--- src/rtl/pwm_pkg.sv ---
// pwm_pkg: shared constants for the multi-channel PWM block.
//   - default WIDTH / CHANNELS / PRESCALE_W values
//   - register map offsets used by the I2C register decoder
//   - chan_w(): width of the channel select field for a given channel count
package pwm_pkg;

    localparam int DEF_WIDTH      = 16;
    localparam int DEF_CHANNELS   = 4;
    localparam int DEF_PRESCALE_W = 8;

    // Global registers
    localparam logic [7:0] REG_PERIOD_LO = 8'h00;
    localparam logic [7:0] REG_PERIOD_HI = 8'h01;
    localparam logic [7:0] REG_PRESCALE  = 8'h02;

    // Per-channel register block: base + ch * stride + offset
    localparam logic [7:0] REG_CH_BASE   = 8'h10;
    localparam int         REG_CH_STRIDE = 4;

    typedef enum logic [1:0] {
        CH_DUTY_LO = 2'd0,
        CH_DUTY_HI = 2'd1,
        CH_CTRL    = 2'd2
    } ch_reg_e;

    // Bit position of the invert flag inside CHn_CTRL
    localparam int CTRL_INVERT_BIT = 0;

    function automatic logic [7:0] ch_reg_addr(input int ch, input ch_reg_e r);
        return REG_CH_BASE + 8'(ch * REG_CH_STRIDE) + 8'(r);
    endfunction

    function automatic int chan_w(input int channels);
        return (channels > 1) ? $clog2(channels) : 1;
    endfunction

endpackage

--- src/rtl/pwm_multi_if.sv ---
// pwm_multi_if: register-write port of pwm_multi.
//   period_wr / period_in            : write the shadow period
//   duty_wr / duty_chan / duty_in /
//   invert_in                        : write one channel's shadow duty and polarity
// master = register decoder side, slave = PWM block side.
interface pwm_multi_if
    import pwm_pkg::*;
#(
    parameter int WIDTH    = DEF_WIDTH,
    parameter int CHANNELS = DEF_CHANNELS
);
    localparam int CHAN_W = chan_w(CHANNELS);

    logic              period_wr;
    logic [WIDTH-1:0]  period_in;
    logic              duty_wr;
    logic [CHAN_W-1:0] duty_chan;
    logic [WIDTH-1:0]  duty_in;
    logic              invert_in;

    modport master (
        output period_wr, period_in, duty_wr, duty_chan, duty_in, invert_in
    );

    modport slave (
        input period_wr, period_in, duty_wr, duty_chan, duty_in, invert_in
    );

endinterface

--- src/rtl/pwm_channel.sv ---
// pwm_channel: one PWM output.
//   clk, reset : clock, asynchronous active-high reset
//   enable     : 0 = drive the idle (inverted-inactive) level
//   load       : copy shadow duty/invert into the active registers
//   wr         : write shadow duty/invert from duty_in/invert_in
//   cnt        : shared period counter
//   out        : registered PWM output
module pwm_channel #(
    parameter int WIDTH = 16
) (
    input  logic             clk,
    input  logic             reset,
    input  logic             enable,
    input  logic             load,
    input  logic             wr,
    input  logic [WIDTH-1:0] duty_in,
    input  logic             invert_in,
    input  logic [WIDTH-1:0] cnt,
    output logic             out
);

    logic [WIDTH-1:0] shadow_duty;
    logic             shadow_inv;
    logic [WIDTH-1:0] active_duty;
    logic             active_inv;

    // NOTE: non-blocking assignments matter here: when wr and load hit the
    // same edge, active_* picks up the old shadow value and the new write
    // waits for the next boundary. Blocking would leak the new value through.
    always_ff @(posedge clk or posedge reset) begin
        if (reset) begin
            shadow_duty <= '0;
            shadow_inv  <= 1'b0;
            active_duty <= '0;
            active_inv  <= 1'b0;
            out         <= 1'b0;
        end else begin
            if (wr) begin
                shadow_duty <= duty_in;
                shadow_inv  <= invert_in;
            end
            if (load) begin
                active_duty <= shadow_duty;
                active_inv  <= shadow_inv;
            end
            // duty 0 never matches -> constant inactive; duty > period always matches
            out <= enable ? ((cnt < active_duty) ^ active_inv) : active_inv;
        end
    end

endmodule

--- src/rtl/pwm_multi.sv ---
// pwm_multi: edge-aligned multi-channel PWM generator.
//   clk, reset    : clock, asynchronous active-high reset
//   enable        : 1 = counters run, 0 = outputs at idle level
//   prescale      : counter advances once every prescale+1 clocks
//   bus           : register-write port (period, per-channel duty/invert)
//   out           : registered PWM outputs, one per channel
//   period_start  : one-clock pulse when the counter wraps to 0
module pwm_multi
    import pwm_pkg::*;
#(
    parameter int WIDTH      = DEF_WIDTH,
    parameter int CHANNELS   = DEF_CHANNELS,
    parameter int PRESCALE_W = DEF_PRESCALE_W
) (
    input  logic                  clk,
    input  logic                  reset,
    input  logic                  enable,
    input  logic [PRESCALE_W-1:0] prescale,
    pwm_multi_if.slave            bus,
    output logic [CHANNELS-1:0]   out,
    output logic                  period_start
);

    localparam int CHAN_W = chan_w(CHANNELS);

    logic [PRESCALE_W-1:0] pcnt;
    logic [WIDTH-1:0]      cnt;
    logic [WIDTH-1:0]      shadow_period;
    logic [WIDTH-1:0]      active_period;
    logic                  en_q;
    logic                  tick;
    logic                  wrap;
    logic                  load;

    // >= rather than == so a prescale lowered below the running pcnt ticks at once
    assign tick = enable && (pcnt >= prescale);
    assign wrap = tick && (cnt == active_period);
    // While disabled the shadows are copied every clock so writes apply immediately
    assign load = !enable || wrap;

    always_ff @(posedge clk or posedge reset) begin
        if (reset) begin
            pcnt          <= '0;
            cnt           <= '0;
            shadow_period <= '0;
            active_period <= '0;
            en_q          <= 1'b0;
            period_start  <= 1'b0;
        end else begin
            en_q <= enable;
            if (bus.period_wr) begin
                shadow_period <= bus.period_in;
            end
            if (load) begin
                active_period <= shadow_period;
            end

            if (!enable || tick) begin
                pcnt <= '0;
            end else begin
                pcnt <= pcnt + PRESCALE_W'(1);
            end

            if (!enable || wrap) begin
                cnt <= '0;
            end else if (tick) begin
                cnt <= cnt + WIDTH'(1);
            end

            // The first enabled cycle never reports a period start
            period_start <= wrap && en_q;
        end
    end

    for (genvar i = 0; i < CHANNELS; i++) begin : g_ch
        pwm_channel #(
            .WIDTH(WIDTH)
        ) u_ch (
            .clk       (clk),
            .reset     (reset),
            .enable    (enable),
            .load      (load),
            .wr        (bus.duty_wr && (bus.duty_chan == CHAN_W'(i))),
            .duty_in   (bus.duty_in),
            .invert_in (bus.invert_in),
            .cnt       (cnt),
            .out       (out[i])
        );
    end

endmodule

--- src/flat_wrapper.sv ---
// flat-port wrapper written by rule: the top's interface ports become plain ports
module pwm_multi_flat import pwm_pkg::*;
#(
    parameter int WIDTH      = DEF_WIDTH,
    parameter int CHANNELS   = DEF_CHANNELS,
    parameter int PRESCALE_W = DEF_PRESCALE_W
)
  (clk, reset, enable, prescale, out, period_start, bus_period_wr, bus_period_in, bus_duty_wr, bus_duty_chan, bus_duty_in, bus_invert_in);
  pwm_multi_if #(.WIDTH(WIDTH), .CHANNELS(CHANNELS)) bus_i ();
  input  logic clk;
  input  logic reset;
  input  logic enable;
  input  logic [PRESCALE_W-1:0] prescale;
  output logic [CHANNELS-1:0] out;
  output logic period_start;
  input wire logic [$bits(bus_i.period_wr)-1:0] bus_period_wr;
  input wire logic [$bits(bus_i.period_in)-1:0] bus_period_in;
  input wire logic [$bits(bus_i.duty_wr)-1:0] bus_duty_wr;
  input wire logic [$bits(bus_i.duty_chan)-1:0] bus_duty_chan;
  input wire logic [$bits(bus_i.duty_in)-1:0] bus_duty_in;
  input wire logic [$bits(bus_i.invert_in)-1:0] bus_invert_in;
  assign bus_i.period_wr = bus_period_wr;
  assign bus_i.period_in = bus_period_in;
  assign bus_i.duty_wr = bus_duty_wr;
  assign bus_i.duty_chan = bus_duty_chan;
  assign bus_i.duty_in = bus_duty_in;
  assign bus_i.invert_in = bus_invert_in;
  pwm_multi #(.WIDTH(WIDTH), .CHANNELS(CHANNELS), .PRESCALE_W(PRESCALE_W)) u_core (.clk(clk), .reset(reset), .enable(enable), .prescale(prescale), .bus(bus_i), .out(out), .period_start(period_start));
endmodule
--- config.mk ---
export PLATFORM = sky130hd
export DESIGN_NAME = pwm_multi_flat
export DESIGN_NICKNAME = d
export VERILOG_FILES = /design/src/rtl/pwm_pkg.sv /design/src/rtl/pwm_multi_if.sv /design/src/rtl/pwm_channel.sv /design/src/rtl/pwm_multi.sv /design/src/flat_wrapper.sv
export SDC_FILE = /design/constraint.sdc
export NUM_CORES = 1
export LEC_CHECK = 0
export BUFFER_PORTS_ARGS = -buffer_cell sky130_fd_sc_hd__buf_2
export CAP_MARGIN = 0
export CORE_ASPECT_RATIO = 0.6
export CORE_MARGIN = 1.5
export CORE_UTILIZATION = 56
export CTS_CLUSTER_SIZE = 30
export DETAILED_ROUTE_END_ITERATION = 8
export PLACE_DENSITY_LB_ADDON = 0.12
export SYNTH_ARGS = -nofsm -noshare
export SYNTH_HDL_FRONTEND = slang
export SYNTH_SLANG_ARGS = --single-unit
--- constraint.sdc ---
create_clock -name clk -period 6.2 [get_ports clk]
set_input_delay 0.93 -clock clk [delete_from_list [all_inputs] [get_ports clk]]
set_output_delay 0.93 -clock clk [all_outputs]
set_load 0.005 [all_outputs]
==> results.cfg, run 1 <==
[place]
io_buffer_count = 52
hpwl_mm = 14.4
place.gp.congestion = 0.837
post_dp_cell_area_sq_um = 10400

[synth]
syn_area_sq_um = 10100
synth_edf_count = 0
syn_nets = 903
ys_ff_latch = 198
ys.flop_type = dfrtp_1
asyncSetResetFlopFracSynth_pct = 100
ys_types = 51
ys_seq_area_share_pct = 49.3
netlist_instances = 785
yosysWarningCount = 0
synth.avg_cell_area_sq_um = 12.8

[detailed_routing]
vias_per_cell = 5.71
wl_per_cell_um = 18.9
drc = 0
finalWirelength_mm = 20.5
num_vias = 6169
dr.pass1.iters = 4
drt_iter0_markers = 369
ant_nets = 0

[sta]
rsz0062_at_grt = no
tns_ns = 0
holdWs_ns = 0.506
max_freq_mhz = 312
worstMarginPinSlew_ns = 1.26
fin_skew_ns = 0.0117
timing.slew.headroom_pct = 15.7
drv_slew = 0
post-route-period-util_pct = 51.8
hold_violations = 0
setup_viol = 0
period_minus_slack_ns = 3.21

[layout]
final_cell_mix = dfrtp_1, mux2_2, inv_1, ha_1, mux2_4
drive_gt1_share_pct = 31.2
postLayoutCellArea_sq_um = 11000
n_antenna_cell = 0
nFillCells = 1340
final_common_cell = dfrtp_1
area_growth_pct = 8.98
nNetsFinal = 953

[clock_network]
cts-resized-gates = 0
h-tree-depth = 4
clk_latency_ns = 0.44
clock-root-buffer = clkbuf_16
postCtsSetupBuffers = 0
path_clk_slew_ns = 0.07
cts.sinks = 198
cts_tree = built
hold_buffers = 0
clockBufferDepth = 2
numCtsBuffers = 17

[critical_path]
start_kind = flip-flop
endpoint_kind = flip-flop
worstPathRequired_ns = 6.52
arrival_ns = 3.53
path_max_fanout = 48
critPathKind = flip-flop to flip-flop

[power]
power.share.clock_pct = 29.8
power.switching_uw = 945
p_int_mw = 2.45
power_density_nw_per_um2 = 310
power.total_mw = 3.40
seqPwrFrac_pct = 50.7
switching_share_pct = 27.8
peakVddDrop_mv = 0.221
p_leak_nw = 5.25
p_comb_share_pct = 19.6

[floorplan]
core_area_sq_um = 17400
die_h_um = 107
row_count = 37
ios = 53
die_area_sq_um = 18800
die_width_um = 176
start_util_pct = 57.9

[grt]
grt_overflow = 0
grtUsageTotal_pct = 23.8
grt_pass1_wl_mm = 34.3
antenna_found_initial = 0
grt_pass1_vias = 6404
grt_max_degree = 199

[outcome]
run_status = finished, final reports clean

[run]
max-cap-violations = 0

[hold_path]
worstHoldPathType = flip-flop to flip-flop
-- path summary, 6_finish.rpt --
check                                                         start                                   to  slack (ns)  cells after the start
worst max-delay path                                 u_core.cnt[12]   u_core.g_ch[3].u_ch.active_duty[6]        2.99                      7
worst min-delay path            u_core.g_ch[2].u_ch.shadow_duty[13]  u_core.g_ch[2].u_ch.active_duty[13]        0.51                      1
worst max register to register                       u_core.cnt[12]   u_core.g_ch[3].u_ch.active_duty[6]        2.99                      7
worst min register to register  u_core.g_ch[2].u_ch.shadow_duty[13]  u_core.g_ch[2].u_ch.active_duty[13]        0.51                      1
max in group asynchronous                                     reset                       u_core.pcnt[3]        4.60                      3
min in group asynchronous                                     reset   u_core.g_ch[3].u_ch.shadow_duty[9]        0.75                      3
-- per-stage QoR --
| step | std cells | worst slack [ns] | utilization [%] |
|---|---|---|---|
| final | 1081 | 2.99 | 63.1 |
| after CTS | 1081 | 3.06 | 63.1 |
| after global placement | 1050 | 2.81 | 60.1 |
| after detailed placement | 1050 | 2.71 | 60.1 |
| after floorplan | 785 | 2.71 | - |
| after global routing | 1081 | 2.84 | 63.1 |
-- power groups by stage --
stage | clock [mW] | combinational [mW] | sequential (mW)
floorplan | 0 | 0.546 | 1.67
global placement | 0 | 0.630 | 1.73
detailed placement | 0 | 0.663 | 1.74
CTS | 1.04 | 0.669 | 1.72
global route | 1.09 | 0.743 | 1.75
finish | 1.01 | 0.664 | 1.72
-- layout make-up --
type                    instances  area [sq um]  share of cell area, %
flip-flops and latches        198          4950                   45.2
multi-input cells             483          4570                   41.7
clock buffers                  22           454                   4.14
repair buffers                 59           325                   2.97
well taps                     234           293                   2.67
inverters                      76           289                   2.64
clock inverters                 9          72.6                  0.662
-- registers in the layout (all words and copies together), names as in the netlist --
register                      cells
u_core.cnt                       16
u_core.shadow_period             16
u_core.active_period             16
u_core.g_ch.u_ch.active_inv       4
u_core.g_ch.u_ch.shadow_duty     64
u_core.period_start               1
u_core.g_ch.u_ch.active_duty     64
u_core.g_ch.u_ch.out              4
u_core.g_ch.u_ch.shadow_inv       4
u_core.pcnt                       8
u_core.en_q                       1
-- worst max-delay path, cell delays in order (launching register included) --
cell and delay [ns]:
dfrtp_1 0.57, xor2_1 0.24, nor4_1 0.62, a41oi_2 0.19, buf_4 0.24, nor2_4 0.10
buf_4 0.62, mux2_2 0.42
-- routing by layer --
metal	part of all wire [%]	GRT usage (%)	up-vias	wire length, um
li1	-	-	2905	-
met1	52	36.0	3113	10700
met4	1.3	6.47	0	268
met3	3.7	4.68	26	753
met2	43	34.8	125	8780
met5	0	0	-	0
-- Yosys cell counts (7+ instances only) --
| library cell | n | share of area, % |
|---|---|---|
| dfrtp_1 | 198 | 49 |
| o31ai_1 | 8 | 0.60 |
| nand4_1 | 10 | 0.62 |
| xor2_1 | 21 | 1.8 |
| a21oi_1 | 23 | 1.1 |
| clkbuf_1 | 12 | 0.45 |
| a21o_1 | 7 | 0.52 |
| and3_1 | 7 | 0.44 |
| nor3_1 | 10 | 0.50 |
| o21ai_0 | 22 | 1.1 |
| nand3_1 | 26 | 1.3 |
| mux2_4 | 60 | 9.0 |
| a22oi_1 | 8 | 0.60 |
| inv_1 | 76 | 2.8 |
| nand2_1 | 23 | 0.86 |
| mux2_2 | 108 | 12 |
| buf_12 | 7 | 1.4 |
| ha_1 | 70 | 8.7 |
| nor2_1 | 10 | 0.37 |
-- cells by family after synthesis --
kind of cell	Yosys count	share of synthesized area, %
AOI/OAI and AO/OA	100	6.89
xor gates and xnor gates	22	1.92
and+or+nand+nor	119	6.49
DFF	198	49.3
adders and majority gates	70	8.71
buffers and inverters	104	5.27
muxes	172	21.4
Power figures use the tool's default switching activity.
==> run 2: changes to the inputs <==
==> constraint.sdc (replaced) <==
create_clock -name clk -period 2.8 [get_ports clk]
set_input_delay 0.42 -clock clk [delete_from_list [all_inputs] [get_ports clk]]
set_output_delay 0.42 -clock clk [all_outputs]
set_load 0.005 [all_outputs]
==> run 2 against run 1 <==
Net effect: sequential share of layout area shrank 1.0 points; non-clock buffer count grew 22; setup slack lost 2.9 ns; register-to-register slack lost 2.9 ns; first-iteration DRC count grew 2.4%; clock skew shrank 0.0037 ns; final area grew 2.3%; global-route usage grew 0.21 points; combinational power grew 130%; largest cell class unchanged; largest power group unchanged; highest routed layer unchanged.
==> results.cfg, run 2 (synthesis gave the netlist of run 1 again) <==
[power]
peakVddDrop_mv = 0.519
power_density_nw_per_um2 = 684
p_leak_nw = 5.41

[place]
preCtsSetupSlack_ns = 0.274
hpwl_mm = 15.2
place.gp.congestion = 0.838
io_buffer_count = 52

[detailed_routing]
wl_per_cell_um = 18.9
ant_nets = 0
dr.pass1.iters = 5
num_vias = 6271
finalWirelength_mm = 20.9
vias_per_cell = 5.68
drc = 0
drt_iter0_markers = 378

[sta]
post-route-period-util_pct = 95.6
fin_ws_ns = 0.123
period_minus_slack_ns = 2.68
drv_slew = 0
holdWs_ns = 0.157
worstMarginPinSlew_ns = 0.871
timing.slew.headroom_pct = 41.8
hold_violations = 0
rsz0062_at_grt = no
fin_skew_ns = 0.00798
max_freq_mhz = 374
setup_viol = 0

[critical_path]
endpoint_kind = flip-flop
start_kind = flip-flop
crit_chain = xor2_1 -> nor4_1 -> a41oi_2 -> nor2_4 -> buf_12 -> mux2_2
reg2regPathDepth = 6
cp_top_family = simple AND/OR/NAND/NOR gates
r2r_slack_ns = 0.12
worstPathRequired_ns = 3.11
path_max_fanout = 48
crit_start = u_core.cnt[5]
critPathKind = flip-flop to flip-flop
arrival_ns = 2.99
max_stage_delay_ns = 0.57
path_buf_inv = 1
r2r_end = u_core.g_ch[2].u_ch.active_duty[7]
cp_slowest_cell = nor4_1
timing.rr.start = u_core.cnt[5]

[grt]
antenna_found_initial = 0
grt_overflow = 0
busiest_layer = met2
grt_max_degree = 57
grt_pass1_vias = 6614
grt_pass1_wl_mm = 34.5
grtUsageMet1_pct = 34.7
use_met2_pct = 36.9
grtUsageTotal_pct = 24.0
grt_use_met3_pct = 4.96

[layout]
multi_input_area_sq_um = 4570
ff_latch_area_sq_um = 4950
final_common_cell = dfrtp_1
n_antenna_cell = 0
drive_gt1_share_pct = 33.4
nFillCells = 1295
reg_top3 = u_core.g_ch.u_ch.active_duty x64, u_core.g_ch.u_ch.shadow_duty x64
final_cell_mix = dfrtp_1, mux2_2, inv_1, ha_1, mux2_4
area_growth_pct = 11.5
nNetsFinal = 975

[floorplan]
core_area_sq_um = 17400
die_width_um = 176
start_util_pct = 57.9
die_area_sq_um = 18800
row_count = 37
ios = 53
die_h_um = 107

[hold_path]
worstHoldPathType = primary input to async pin

[clock_network]
clockBufferDepth = 2
clock-root-buffer = clkbuf_16
cts-resized-gates = 0
h-tree-depth = 4
cts.sinks = 198
clk_latency_ns = 0.43
path_clk_slew_ns = 0.07
hold_buffers = 0
postCtsSetupBuffers = 0
cts_tree = built
numCtsBuffers = 17

[outcome]
run_status = finished, final reports clean

[run]
max-cap-violations = 0
## run 2: where the power goes
part | switching [mW] | internal [mW] | leakage [nW]
clock | 1.11 | 1.26 | 0.273
sequential | 0.371 | 3.43 | 2.39
combinational | 0.651 | 0.854 | 2.75
total | 2.13 | 5.54 | 5.41
## run 2: metal layers
metal / part of all wire [%] / wire, um / vias to the layer above
li1: - / - / 2941
met1: 50 / 10500 / 3187
met2: 44 / 9280 / 127
met3: 4.2 / 882 / 16
met4: 0.92 / 191 / 0
met5: 0 / 0 / -
## run 2: worst max-delay path by stage
| stage | endpoint | slack [ns] | depth (start not counted) |
|---|---|---|---|
| 2_1_floorplan | u_core.active_period[0] | -0.18 | 1 |
| 3_3_place_gp | u_core.g_ch[2].u_ch.active_duty[6] | 0.29 | 7 |
| 3_5_place_dp | u_core.g_ch[3].u_ch.active_duty[4] | 0.27 | 7 |
| 4_1_cts | u_core.g_ch[2].u_ch.active_duty[7] | 0.17 | 6 |
| 5_1_grt | u_core.g_ch[3].u_ch.active_duty[5] | 0.04 | 6 |
| 6_report | u_core.g_ch[2].u_ch.active_duty[7] | 0.12 | 6 |
## run 2: cell type report
cell class	count	area share, %
sequential	198	44.2
clock buffer	18	3.92
tap	234	2.61
inverter	76	2.58
multi-input combinational	483	40.8
clock inverter	14	1.12
timing repair buffer	81	4.82
## run 2: stage by stage
stage                     total power [mW]  std cells  TNS, ns  util (%)  instance area (sq um)
final                                 7.67       1104        0      64.6                  11200
after CTS                             7.73       1104        0      64.6                  11200
after floorplan                       4.91        785   -35.71         -                  10100
after detailed placement              5.35       1072        0      61.3                  10600
after global routing                  8.05       1104        0      64.6                  11200
after global placement                5.24       1072        0      61.3                  10600
